### src/rtl/forney_frame_sched.sv
// Forney frame scheduler: sequences sigma load, Chien sweep, Forney drain,
// flush and per-codeword status reporting for the RS decoder back end.
module forney_frame_sched #(
   parameter int T        = 11,
   parameter int CNT_W    = 4,
   parameter int TO_W     = 7,
   parameter int DRAIN_TO = 64
) (
   input  logic             clk_i,
   input  logic             rst_i,
   input  logic             rbm_vld_i,
   output logic             rbm_rdy_o,
   input  logic [CNT_W-1:0] rbm_deg_i,
   input  logic             rbm_fail_i,
   output logic             cfg_load_o,
   output logic             chien_start_o,
   input  logic             chien_done_i,
   input  logic             fy_vld_i,
   input  logic             fy_rdy_i,
   input  logic             fy_den_zero_i,
   input  logic             abort_i,
   output logic             flush_o,
   output logic             done_vld_o,
   input  logic             done_rdy_i,
   output logic [CNT_W-1:0] done_cnt_o,
   output logic             done_fail_o
);

   localparam logic [2:0] S_IDLE   = 3'd0;
   localparam logic [2:0] S_LOAD   = 3'd1;
   localparam logic [2:0] S_SWEEP  = 3'd2;
   localparam logic [2:0] S_DRAIN  = 3'd3;
   localparam logic [2:0] S_FLUSH  = 3'd4;
   localparam logic [2:0] S_REPORT = 3'd5;

   localparam logic [CNT_W-1:0] T_C    = CNT_W'(T);
   localparam logic [TO_W-1:0]  TO_MAX = TO_W'(DRAIN_TO - 1);

   logic [2:0]       state, state_nx;
   logic [CNT_W-1:0] deg_q, deg_nx;
   logic [CNT_W-1:0] cnt_q, cnt_nx, cnt_fire;
   logic [TO_W-1:0]  to_q, to_nx;
   logic             fail_q, fail_nx;
   logic             dz_q, dz_nx, dz_fire;
   logic             abt_q, abt_nx;
   logic             accept, fire, counting;

   assign accept   = rbm_vld_i & rbm_rdy_o;
   assign fire     = fy_vld_i & fy_rdy_i;
   assign counting = (state == S_SWEEP) | (state == S_DRAIN);

   // Hit count and den-zero flag as they stand including this cycle's fire
   always_comb begin
      cnt_fire = cnt_q;
      dz_fire  = dz_q;
      if (counting & fire) begin
         if (cnt_q != '1)
            cnt_fire = cnt_q + 1'b1;
         dz_fire = dz_q | fy_den_zero_i;
      end
   end

   // Next-state and datapath update logic
   always_comb begin
      state_nx = state;
      deg_nx   = deg_q;
      cnt_nx   = cnt_fire;
      dz_nx    = dz_fire;
      to_nx    = to_q;
      fail_nx  = fail_q;
      abt_nx   = abt_q;
      case (state)
         S_IDLE: begin
            if (accept) begin
               deg_nx  = rbm_deg_i;
               cnt_nx  = '0;
               dz_nx   = 1'b0;
               abt_nx  = 1'b0;
               fail_nx = 1'b0;
               if (rbm_fail_i || (rbm_deg_i > T_C)) begin
                  fail_nx  = 1'b1;
                  state_nx = S_FLUSH;
               end else if (rbm_deg_i == '0) begin
                  state_nx = S_REPORT;
               end else begin
                  state_nx = S_LOAD;
               end
            end
         end
         S_LOAD: begin
            cnt_nx = '0;
            dz_nx  = 1'b0;
            if (abort_i) begin
               abt_nx   = 1'b1;
               state_nx = S_FLUSH;
            end else begin
               state_nx = S_SWEEP;
            end
         end
         S_SWEEP: begin
            if (abort_i) begin
               abt_nx   = 1'b1;
               state_nx = S_FLUSH;
            end else if (chien_done_i) begin
               to_nx    = '0;
               state_nx = S_DRAIN;
            end
         end
         S_DRAIN: begin
            if (abort_i) begin
               abt_nx   = 1'b1;
               state_nx = S_FLUSH;
            end else if ((cnt_fire == deg_q) && !dz_fire) begin
               fail_nx  = 1'b0;
               state_nx = S_REPORT;
            end else if ((cnt_fire > deg_q) || dz_fire) begin
               fail_nx  = 1'b1;
               state_nx = S_FLUSH;
            end else if (to_q == TO_MAX) begin
               fail_nx  = 1'b1;
               state_nx = S_FLUSH;
            end else begin
               to_nx = to_q + 1'b1;
            end
         end
         S_FLUSH: begin
            state_nx = abt_q ? S_IDLE : S_REPORT;
         end
         S_REPORT: begin
            if (abort_i) begin
               abt_nx   = 1'b1;
               state_nx = S_FLUSH;
            end else if (done_rdy_i) begin
               state_nx = S_IDLE;
            end
         end
         default: state_nx = S_IDLE;
      endcase
   end

   // State and datapath registers, cleared by asynchronous reset
   always_ff @(posedge clk_i or posedge rst_i) begin
      if (rst_i) begin
         state  <= S_IDLE;
         deg_q  <= '0;
         cnt_q  <= '0;
         to_q   <= '0;
         fail_q <= 1'b0;
         dz_q   <= 1'b0;
         abt_q  <= 1'b0;
      end else begin
         state  <= state_nx;
         deg_q  <= deg_nx;
         cnt_q  <= cnt_nx;
         to_q   <= to_nx;
         fail_q <= fail_nx;
         dz_q   <= dz_nx;
         abt_q  <= abt_nx;
      end
   end

   assign rbm_rdy_o     = (state == S_IDLE) & ~rst_i;
   assign cfg_load_o    = (state == S_LOAD);
   assign chien_start_o = (state == S_LOAD);
   assign flush_o       = (state == S_FLUSH);
   assign done_vld_o    = (state == S_REPORT);
   assign done_cnt_o    = cnt_q;
   assign done_fail_o   = fail_q;

endmodule

### config.mk
export PLATFORM = sky130hd
export DESIGN_NAME = forney_frame_sched
export DESIGN_NICKNAME = d
export VERILOG_FILES = /design/src/rtl/forney_frame_sched.sv
export SDC_FILE = /design/constraint.sdc
export NUM_CORES = 1
export LEC_CHECK = 0
export CORE_ASPECT_RATIO = 0.8
export CORE_MARGIN = 2
export CORE_UTILIZATION = 56
export CTS_CLUSTER_SIZE = 16
export DETAILED_ROUTE_END_ITERATION = 6
export GPL_TIMING_DRIVEN = 0
export MAX_ROUTING_LAYER = met4
export PLACE_DENSITY = 0.84
export RECOVER_POWER = 50
export SETUP_SLACK_MARGIN = 0.3
export SLEW_MARGIN = 20
export SYNTH_ARGS = -nofsm -noshare
export SYNTH_HDL_FRONTEND = slang
export SYNTH_SLANG_ARGS = --single-unit
### constraint.sdc
create_clock -name clk_i -period 5.1 [get_ports clk_i]
set_input_delay 1.02 -clock clk_i [delete_from_list [all_inputs] [get_ports clk_i]]
set_output_delay 1.02 -clock clk_i [all_outputs]
set_load 0.005 [all_outputs]
; Word level (Yosys, flattened, before mapping)
; Cells that the tools add are included.
; Widths: inputs -> output; s select.
[totals]
regBits = 21
latch_bits = 0
mem_bits_rw = 0
romBits = 0
inputBits = 14
out_inout_bits = 10
elab_cells = 91
mem_count = 0
[op_classes]
n_addsub = 2
multipliers = 0
div = 0
n_lt_le_gt_ge = 2
eq_ne = 20
shift = 0
n_mux = 38
bitwise = 7
reduce_logical = 15
[ops]
columns = cell, count
row1 = $mux 7, 6
row2 = $mux 3, 13
row3 = $pmux 3 s6, 1
row4 = $ne 2x2->1 const B, 7
row5 = $pmux 7 s2, 1
row6 = $mux 4, 3
row7 = $mux 1, 10
row8 = $pmux 4 s2, 1
row9 = $reduce_and 4->1, 2
row10 = $add 7x1->7 const B, 1
row11 = $eq 7x6->1 const B, 1
row12 = $reduce_and 7->1, 1
row13 = $eq 3x2->1 const B, 2
row14 = $eq 3x3->1 const B, 2
row15 = $pmux 1 s2, 3
row16 = $reduce_bool 2->1, 3
row17 = $ne 5x2->1 const B, 1
row18 = $add 4x1->4 const B, 1
row19 = $and 1x1->1, 4
row20 = $eq 4x4->1, 1
row21 = $gt 4x4->1, 1
row22 = $gt 4x4->1 const B, 1
row23 = $logic_not 4->1, 1
row24 = $ne 4x1->1 const B, 1
row25 = 14 further kinds, 16

; Depth between registers and ports, before layout
[depth]
word_depth = 10
depth_mapped = 11

; Worst setup path after synthesis
; No wires, ideal clock.
[synth_path]
path_type = input to register
startpoint = in fy_vld_i
endpoint = reg to_q[4]
arrival_time_ps = 3255
slack_ps = 1723
stages = 9
path_cell_list = and4b_1 buf_6 nand2_1 mux2_2 ha_1 a2111oi_2 nor2_1 or4_1 a32o_1
[synth_between]
elab_chain_cells = 7
elab_cells_between_ends = 12
[synth_lines]
columns = item, line
row1 = "start, declared", 18  ; input logic fy_vld_i,
row2 = $and 1x1->1 (*), 49  ; assign fire = fy_vld_i & fy_rdy_i;
row3 = $and 1x1->1 (*), 56  ; if (counting & fire) begin
row4 = $mux 4 or $mux 1 (tied branches), 56
row5 = $gt 4x4->1 (tied with other cells), 116  ; end else if ((cnt_fire > deg_q) || dz_fire) begin
row6 = $logic_or 1x1->1 or $logic_and 1x1->1 (tied branches), "116, 113"
row7 = $ne 2x2->1 (no source line), -
row8 = $reduce_and 7->1 (no source line) (*), -
row9 = "end signal, assigned", 155  ; to_q <= to_nx;
row10 = "end, declared", 42  ; logic [TO_W-1:0] to_q, to_nx;
; Mark *: on every way between the ends. The rest lies on a longest branch, timed or not.
; A chain may end at the register's enable or synchronous reset.

; Worst setup path in the final report
; Same ends and word-level chain as after synthesis.

==> summary.md <==
| Metric | Value |
|---|---|
| Status | complete, no violations |
| Final Max Tran Viols | 0 |
| Post-Place Setup Slack | 1070 ps |
| Clock buffer depth | 2 |
| Fill count | 205 |
| Worst r2r src | state[1] |
| CP arrival | 3940 ps |
| Routed len/inst | 15.8 µm |
| Layout Nets | 199 |
| Asr flop ratio synth | 1.00 |
| Non-Filler Instances | 205 |
| Cells resized by post-CTS repair | 0 |
| Syn Area/Cell | 9.13 µm² |
| Largest net degree at the start of global routing | 23 |
| Mapped Nets | 172 |
| Die height | 48.5 µm |
| Slew at the pin closest to its max-slew limit | 820 ps |
| Remaining DRCs | 0 |
| Syn Inst Count | 152 |
| Hold WC Path Type | flop to flop |
| Placed insts | 201 |
| Hold Path Origin | to_q[5] |
| HPWL Detailed | 2520 µm |
| Reg clk slew, reported paths | 120 ps |
| R2R Path End | to_q[4] |
| Synth top area share | 0.379 |
| Multi-input logic area | 790 µm² |
| Number of global-route vias before repair | 1283 |
| Ys Warns | 0 |
| Worst rel slew slack | 0.453 |
| Via count | 1270 |
| Final-report setup violation count | 0 |
| PD cells | 431 nW/µm² |
| Sequential fraction of the synthesis area | 0.379 |
| Routed vias/inst | 6.20 |
| GRT Util Overall | 0.269 |
| Final worst-path cycle share | 0.730 |
| Final Cell Area | 1670 µm² |
| Total power | 0.720 mW |
| Fin crit period | 3720 ps |
| Worst-Skew Late Latency | 320 ps |
| FF+latch area | 526 µm² |
| Hold path endpoint | to_q[5] |
| Fin. Hold Viols | 0 |
| Top_reg_cell synth | dfrtp_1 |
| Hold Path Stages | 1 |
| Fin util | 0.695 |
| Highest ir drop seen on vdd | 232 µV |
| Max-cap violations | 0 |
| First-pass GRT wire length | 5730 µm |
| Yosys cell types | 45 |
| Area grow syn2layout | 20.3% |
| Synth area leader | dfrtp_1 |
| CTS tree | done |
| Hold Slack | 530 ps |
| Synth Register Bits | 21 |
| Die W | 59.7 µm |
| Post-CTS Hold Buffers | 0 |
| Crit Path Max Fanout | 6 |
| Core area | 2400 µm² |
| Die footprint | 2890 µm² |
| Commonest cells after routing, fill and taps aside | 21 x dfrtp_1, 21 x clkdlybuf4s50_1, 15 x nor2_1, 11 x a21oi_1, 9 x nand2_1 |
| Top cells by area, synth | dfrtp_1 38%, ha_1 5.4%, mux2_2 4.9% |
| Drt total wl | 3240 µm |
| GPL Wtd Cong | 0.888 |
| Boundary Pins | 24 |
| Num CTS Buffers | 3 |
| Nature of the critical path endpoint | flop |
| Row count | 16 |
| CTS H-tree depth | 1 |
| WP data required | 5320 ps |
| Leakage | 0.709 nW |
| Post-route ant nets | 0 |
| RSZ-0062 raised after global routing | false |
| Clock skew | 4.33 ps |
| I/O Buffers | 22 |
| ANT cells | 0 |
| Post-DP Area | 1640 µm² |
| Initial Util | 0.578 |
| Initial antenna violation count | 0 |
| Final setup margin | 1380 ps |
| Ratio of cells with drive above 1 in the final layout | 0.107 |
| Post-synth EDFFs | 0 |
| Setup_tns | 0 ps |
| Clock root buffer master | clkbuf_4 |
| Number of DRC markers in iteration 0 | 68 |
| Synth Cell Area | 1390 µm² |
| Worst setup SP type | input pin |
| Flop2flop setup slack | 1940 ps |
| Sink Count | 21 |
| Critical setup path kind | input pin to flop |
| Register-to-Register Path Depth | 11 |
| Setup bufs post-CTS | 0 |
| Global route overflow | 0 |
| F_max | 0.269 GHz |
| Drt pass-1 iters | 4 |
[critical path, cell delays in order]
cell	delay, ps
clkdlybuf4s50_1	450
and4b_1	210
buf_6	140
nand2_1	100
xor2_1	200
ha_1	280
nand2b_1	160
a2111oi_2	460
nor2_1	170
or4_1	480
a32o_1	270
[kinds of logic after synthesis]
family,synth area share
adders and majority gates,0.0541
DFF,0.379
and+or+nand+nor,0.236
AOI/OAI and AO/OA,0.202
muxes,0.0703
buffers and inverters,0.0523
xor gates and xnor gates,0.00631
[layer usage]
layer,GRT usage,up-vias,share of wire
met1,0.352,613,0.44
met3,0.0561,4,0.053
met5,-,-,0
met2,0.408,37,0.49
met4,0.100,0,0.011
li1,-,616,-
[sequential cells by signal, indices dropped and copies added, names as in the netlist]
register and count:
to_q 7, done_cnt_o 4, deg_q 4, state 3, done_fail_o 1, abt_q 1, dz_q 1
[worst max path at each step]
stage                  start  endpoint  slack (ps)  cells past startpoint
finish              fy_vld_i   to_q[4]        1380                     11
global route        fy_vld_i   to_q[2]        1230                     11
CTS                 fy_rdy_i   to_q[4]        1410                     11
detailed placement  fy_rdy_i   to_q[4]        1070                     11
global placement    fy_vld_i   to_q[4]        1110                     11
floorplan           fy_vld_i   to_q[4]        1720                      9
[area by class of cell]
cell class	count	share of cell area
plain buffers	8	0.0255
clock buffers	3	0.0135
clock inverters	1	0.00300
inverters	8	0.0180
multi-input cells	115	0.473
flip-flops and latches	21	0.315
well taps	27	0.0202
repair buffers	22	0.132
[where the power goes]
| part | switching [mW] | internal, mW | leakage, nW | total, mW |
|---|---|---|---|---|
| logic | 0.201 | 0.180 | 0.419 | 0.381 |
| registers | 0.0391 | 0.215 | 0.272 | 0.254 |
| clock network | 0.0548 | 0.0294 | 0.0177 | 0.0843 |
| total | 0.295 | 0.425 | 0.709 | 0.720 |
[cell usage after synthesis (3+ instances only)]
cell and instances:
a31oi_1 6, nand4_1 3, nand2b_1 3, nor2b_1 5, nand2_1 9, ha_1 6
dfrtp_1 21, mux2i_1 3, and3_1 3, nand3_1 7, inv_1 8, clkbuf_1 5
or4_1 3, o21ai_0 3, mux2_2 6, a21oi_1 11, nor2_1 15, nor3_1 4
Note: power is estimated with default switching activity, not from simulation.
==> patch 1 (same flow settings) <==
Set the parameter `T` to 8 (it was 11).
--- a/src/rtl/forney_frame_sched.sv
+++ b/src/rtl/forney_frame_sched.sv
@@ -2,5 +2,5 @@
 // flush and per-codeword status reporting for the RS decoder back end.
 module forney_frame_sched #(
-   parameter int T        = 11,
+   parameter int T        = 8,
    parameter int CNT_W    = 4,
    parameter int TO_W     = 7,
Check against the original RTL: not equivalent (a bounded check fails within 4 cycles, from zero or initial values and one cycle with rst_i high).
==> patch 1 against the original RTL <==
  * Synthesized area increased by 0.99%
  * Synthesized cell count is 0.66% lower
  * Design area is 1.3% higher
  * Setup slack lost 130 ps
  * Register-to-register slack lost 110 ps
  * Fmax fell by 3.3%
  * Total power shrank 18%
  * Sequential cell count stayed put
  * Sequential share of layout area shrank 0.42 points
  * Clock skew grew 6.0 ps
  * Wire length is 1.2% higher
  * Non-clock buffer count increased by 1
  * Combinational power is 23% lower
==> patch 1: results (changes against the original RTL) <==
The run finished with clean final reports. The number of antenna violations at the first check in global routing is 0 (unchanged), and the instance area at placement is 1670 µm² (was 1640 µm²). The logs give 0 (unchanged) for the count of antenna diodes in the layout and 0 (unchanged) for the count of final setup violators. Worst min-delay path class: reg -> reg (unchanged).

The count of cells resized by post-cts repair came out at 0 (unchanged). The clock-pin slew reported for the worst setup and hold paths after clock tree synthesis was 120 ps (about the same). The number of levels the H-tree was split into came out at 1 (unchanged).

Share of the yosys chip area belonging to registers: 0.375 (was 0.379). The library cell used as clock root buffer was clkbuf_4 (unchanged). Peak per-stage delay on the critical path: 480 ps (about the same).

The final weighted congestion of routability-driven global placement was 0.896 (was 0.888); the maximum number of pins on one net before global-route repair was 23 (unchanged). The share of synthesized flip-flops with an asynchronous set or reset was 1.00 (unchanged). The run gives 10.3 ps (was 4.33 ps) as the worst-case clock skew. The run gives 199 (unchanged) as the final layout net count.

Port buffer count: 23 (was 22). For the number of iterations in the first detailed-routing pass, the log shows 4 (unchanged). Clock latency of the later-clocked register in the worst-skew pair: 300 ps (was 320 ps). The average vias per placed instance is 6.19 (was 6.20). The tools report the post-CTS setup-driven buffer insertion count as 0 (unchanged). Top cells by area in the synthesized netlist: dfrtp_1 38%, mux2_2 5.6%, ha_1 5.4% (was dfrtp_1 38%, ha_1 5.4%, mux2_2 4.9%).

The register name with the most flops was to_q (unchanged). The worst-margin pin slew came out at 827 ps (was 820 ps). The tools report the post-placement worst setup slack as 942 ps (was 1070 ps). The cell at the slowest stage of the critical path is or3b_2 (was or4_1).

The run gives 5570 µm (was 5730 µm) as the wire length of the first global-routing pass. The run gives 3280 µm (was 3240 µm) as the post-detailed-routing wire length. Peak clock frequency supported by timing: 260 MHz (was 269 MHz). The logs give 42 (was 45) for the distinct cell type count of the synthesized netlist and 171 (was 172) for the net count of the mapped netlist. The highest fanout seen on the critical path is 7 (was 6), and the global-route usage over all layers is 0.260 (was 0.269).

The maximum vdd ir drop was 278 µV (was 232 µV); the via count of the first global-routing pass was 1,213 (was 1,283). The DRC violations left was 0 (unchanged). The half-perimeter wire length after placement was 2610 µm (was 2520 µm). The number of instances in the synthesized netlist was 151 (was 152). The DRC violation total after the first TritonRoute iteration is 83 (was 68). Most used standard cells in the synthesized netlist: 21 x dfrtp_1, 10 x nand2_1, 10 x nor2_1, 10 x o21ai_0, 9 x a21oi_1 (was 21 x dfrtp_1, 15 x nor2_1, 11 x a21oi_1, 9 x nand2_1, 8 x inv_1). Number of inserted filler cells in the final layout: 186 (was 205). Cell family contributing the most delay on the critical path: simple AND/OR/NAND/NOR gates (unchanged). The arrival time reported for the critical path endpoint is 4060 ps (was 3940 ps). Flip-flop count of the largest register after layout: 7 (unchanged). The run gives 0.000768 µW (was 0.000709 µW) as the leakage power summed over all cells. For the total number of yosys warnings, the log shows 0 (unchanged). The tools report the total number of vias as 1,268 (was 1,270). The logs give 3 (unchanged) for the total clock buffers created by CTS and 2 (unchanged) for the worst-case clock buffer depth.

The fraction of final layout cells sized beyond drive strength 1 was 0.112 (was 0.107).
-- patch 1: cell types whose count changed after synthesis, sizes merged, moves of 4 or more --
cell	delta
nand3	-5
nor2	-5
a31oi	-6
and3	+4
o21ai	+6
o22a	+4
-- patch 1: area by class of cell --
cell class	instances	share of cell area
Inverter	7	0.0155
Timing Repair Buffer	23	0.136
Tap cell	27	0.0200
Clock buffer	4	0.0155
Buffer	8	0.0318
Sequential cell	21	0.311
Multi-Input combinational cell	115	0.470
-- patch 1: cells by family (layout without fill, tap and decap cells) --
logic type | after synthesis | in the layout | share of synthesized area
xor+xnor | 2 | 2 | 0.0125
flops | 21 | 21 | 0.375
simple gates | 59 | 59 | 0.232
mux | 7 | 7 | 0.0563
buf+inv | 15 | 42 | 0.0571
compound gates | 41 | 41 | 0.213
fa+ha+maj | 6 | 6 | 0.0536
-- patch 1: power breakdown --
group	switching [µW]	internal, µW	total [µW]
sequential	19.3	200	220
combinational	145	149	294
clock	49.1	30.5	79.6
-- patch 1: through the flow --
step	hold WS, ps	util
after floorplan	473	-
final	508	0.704
after detailed placement	480	0.693
after global routing	544	0.704
after global placement	480	0.693
after CTS	512	0.704
-- patch 1: per-layer routing --
layer | GRT usage | share of wire | up-vias
met3 | 0.0561 | 0.068 | 6
li1 | - | - | 612
met1 | 0.370 | 0.46 | 599
met5 | - | 0 | -
met4 | 0.0407 | 0.013 | 0
met2 | 0.389 | 0.46 | 51
-- patch 1: worst paths after layout --
path	from	to	slack, ps	cells past startpoint
setup reg to reg	state[2]	to_q[0]	1830	11
hold / removal	done_fail_o	done_fail_o	510	1
setup / recovery	fy_rdy_i	to_q[0]	1250	11
max in group asynchronous	rst_i	to_q[3]	3220	2
hold reg to reg	done_fail_o	done_fail_o	510	1
min in group asynchronous	rst_i	done_cnt_o[1]	1360	2
==> patch 2 (same settings) <==
Without the edit above. Register the output `done_cnt_o` once more; this adds one clock of latency there. The other outputs are not delayed to match.
--- a/src/rtl/forney_frame_sched.sv
+++ b/src/rtl/forney_frame_sched.sv
@@ -165,5 +165,7 @@
    assign flush_o       = (state == S_FLUSH);
    assign done_vld_o    = (state == S_REPORT);
-   assign done_cnt_o    = cnt_q;
+   always_ff @(posedge clk_i) begin
+      done_cnt_o <= cnt_q;
+   end
    assign done_fail_o   = fail_q;
 
Formal check against the unedited RTL: not equivalent (Yosys sat finds a counterexample within 4 cycles, from zero or initial values and one cycle with rst_i high).
==> patch 2 against the original RTL <==
  * Utilization is 1.5 points higher
  * Synthesized cell count unchanged
  * Final cell count is 4.9% higher
  * Die area grew 4.2%
  * Wire length rose by 2.6%
  * Setup slack improved by 110 ps
  * Synthesized area up 4.5%
  * Total power up 2.1%
  * Sequential cell count grew 4
  * Non-clock buffer count fell by 3
  * Design area increased by 4.7%
==> patch 2: results (changes against the original RTL) <==
The fraction of standard cell area in multi-input logic was 0.450 (was 0.473); the final weighted congestion of routability-driven global placement was 0.888 (about the same). The depth of the worst register-to-register path was 10 (was 11). The sequential share of cell area came out at 0.346 (was 0.315). The global-route usage over all layers is 0.245 (was 0.269).

The number of iterations in the first detailed-routing pass came out at 5 (was 4). The maximum vdd ir drop is 235 µV (was 232 µV), and the average detailed-routed wire length per instance is 15.5 µm (was 15.8 µm). The tools report the source of the worst hold timing path as cnt_q[0] (was to_q[5]). The source of the worst register-to-register timing path was state[2] (was state[1]).

The filler-free cell count of the finished design is 215 (was 205), and the clock network contribution to total cell area is 0.0150 (was 0.0165). The tools report the wire length of the first global-routing pass as 5390 µm (was 5730 µm). Layout inverter count without the clock tree: 9 (was 8). The maximum number of pins on one net before global-route repair was 22 (was 23). The count of plain and timing-repair buffers was 27 (was 30); the number of storage elements in the synthesis netlist was 25 (was 21).

The port buffer count was 23 (was 22); the non-clock buffering overhead in the final layout was 0.143 (was 0.157). The tools report the post-placement worst setup slack as 1250 ps (was 1070 ps). The fraction of final layout cells sized beyond drive strength 1 is 0.0782 (was 0.107), and the arrival time reported for the critical path endpoint is 3840 ps (was 3940 ps). The instance area at placement was 1730 µm² (was 1640 µm²). The cell at the slowest stage of the critical path was clkdlybuf4s50_1 (was or4_1).

Peak per-stage delay on the critical path: 440 ps (was 480 ps). The run finished with clean final reports. The clock-pin slew reported for the worst setup and hold paths after clock tree synthesis was 140 ps (was 120 ps). The run gives 110 (was 68) as the DRC violation total after the first TritonRoute iteration. The hold path endpoint is done_cnt_o[0] (was to_q[5]).
patch 2: changes by cell type after synthesis, sizes merged, moves of 3 or more:
cell | before | now
a31oi | 6 | 1
nor3 | 4 | 9
dfxtp | 0 | 4
nand2 | 9 | 13
clkbuf | 5 | 2
mux2i | 3 | 0
patch 2: kinds of logic (layout without fill, tap and decap cells):
family	Yosys count	in the layout	synth area share
multiplexers	6	6	0.0466
buffers and inverters	13	40	0.0371
XOR/XNOR	1	1	0.00604
flip-flops	25	25	0.418
AO/OA/AOI/OAI	36	36	0.183
adder cells (fa/ha/maj)	6	6	0.0518
AND/OR/NAND/NOR	65	65	0.258
patch 2: layer usage:
layer  vias up  GRT usage  routed length [µm]
met3         4     0.0682                 253
met4         0     0.0290                  24
li1        616          -                   -
met2        58      0.353                1560
met5         -          -                   0
met1       624      0.359                1490
patch 2: report_power, final:
part	switching [µW]	internal [µW]	leakage, µW
clock network	56.5	30.5	0.0000150
logic	192	172	0.000437
registers	38.4	245	0.000302
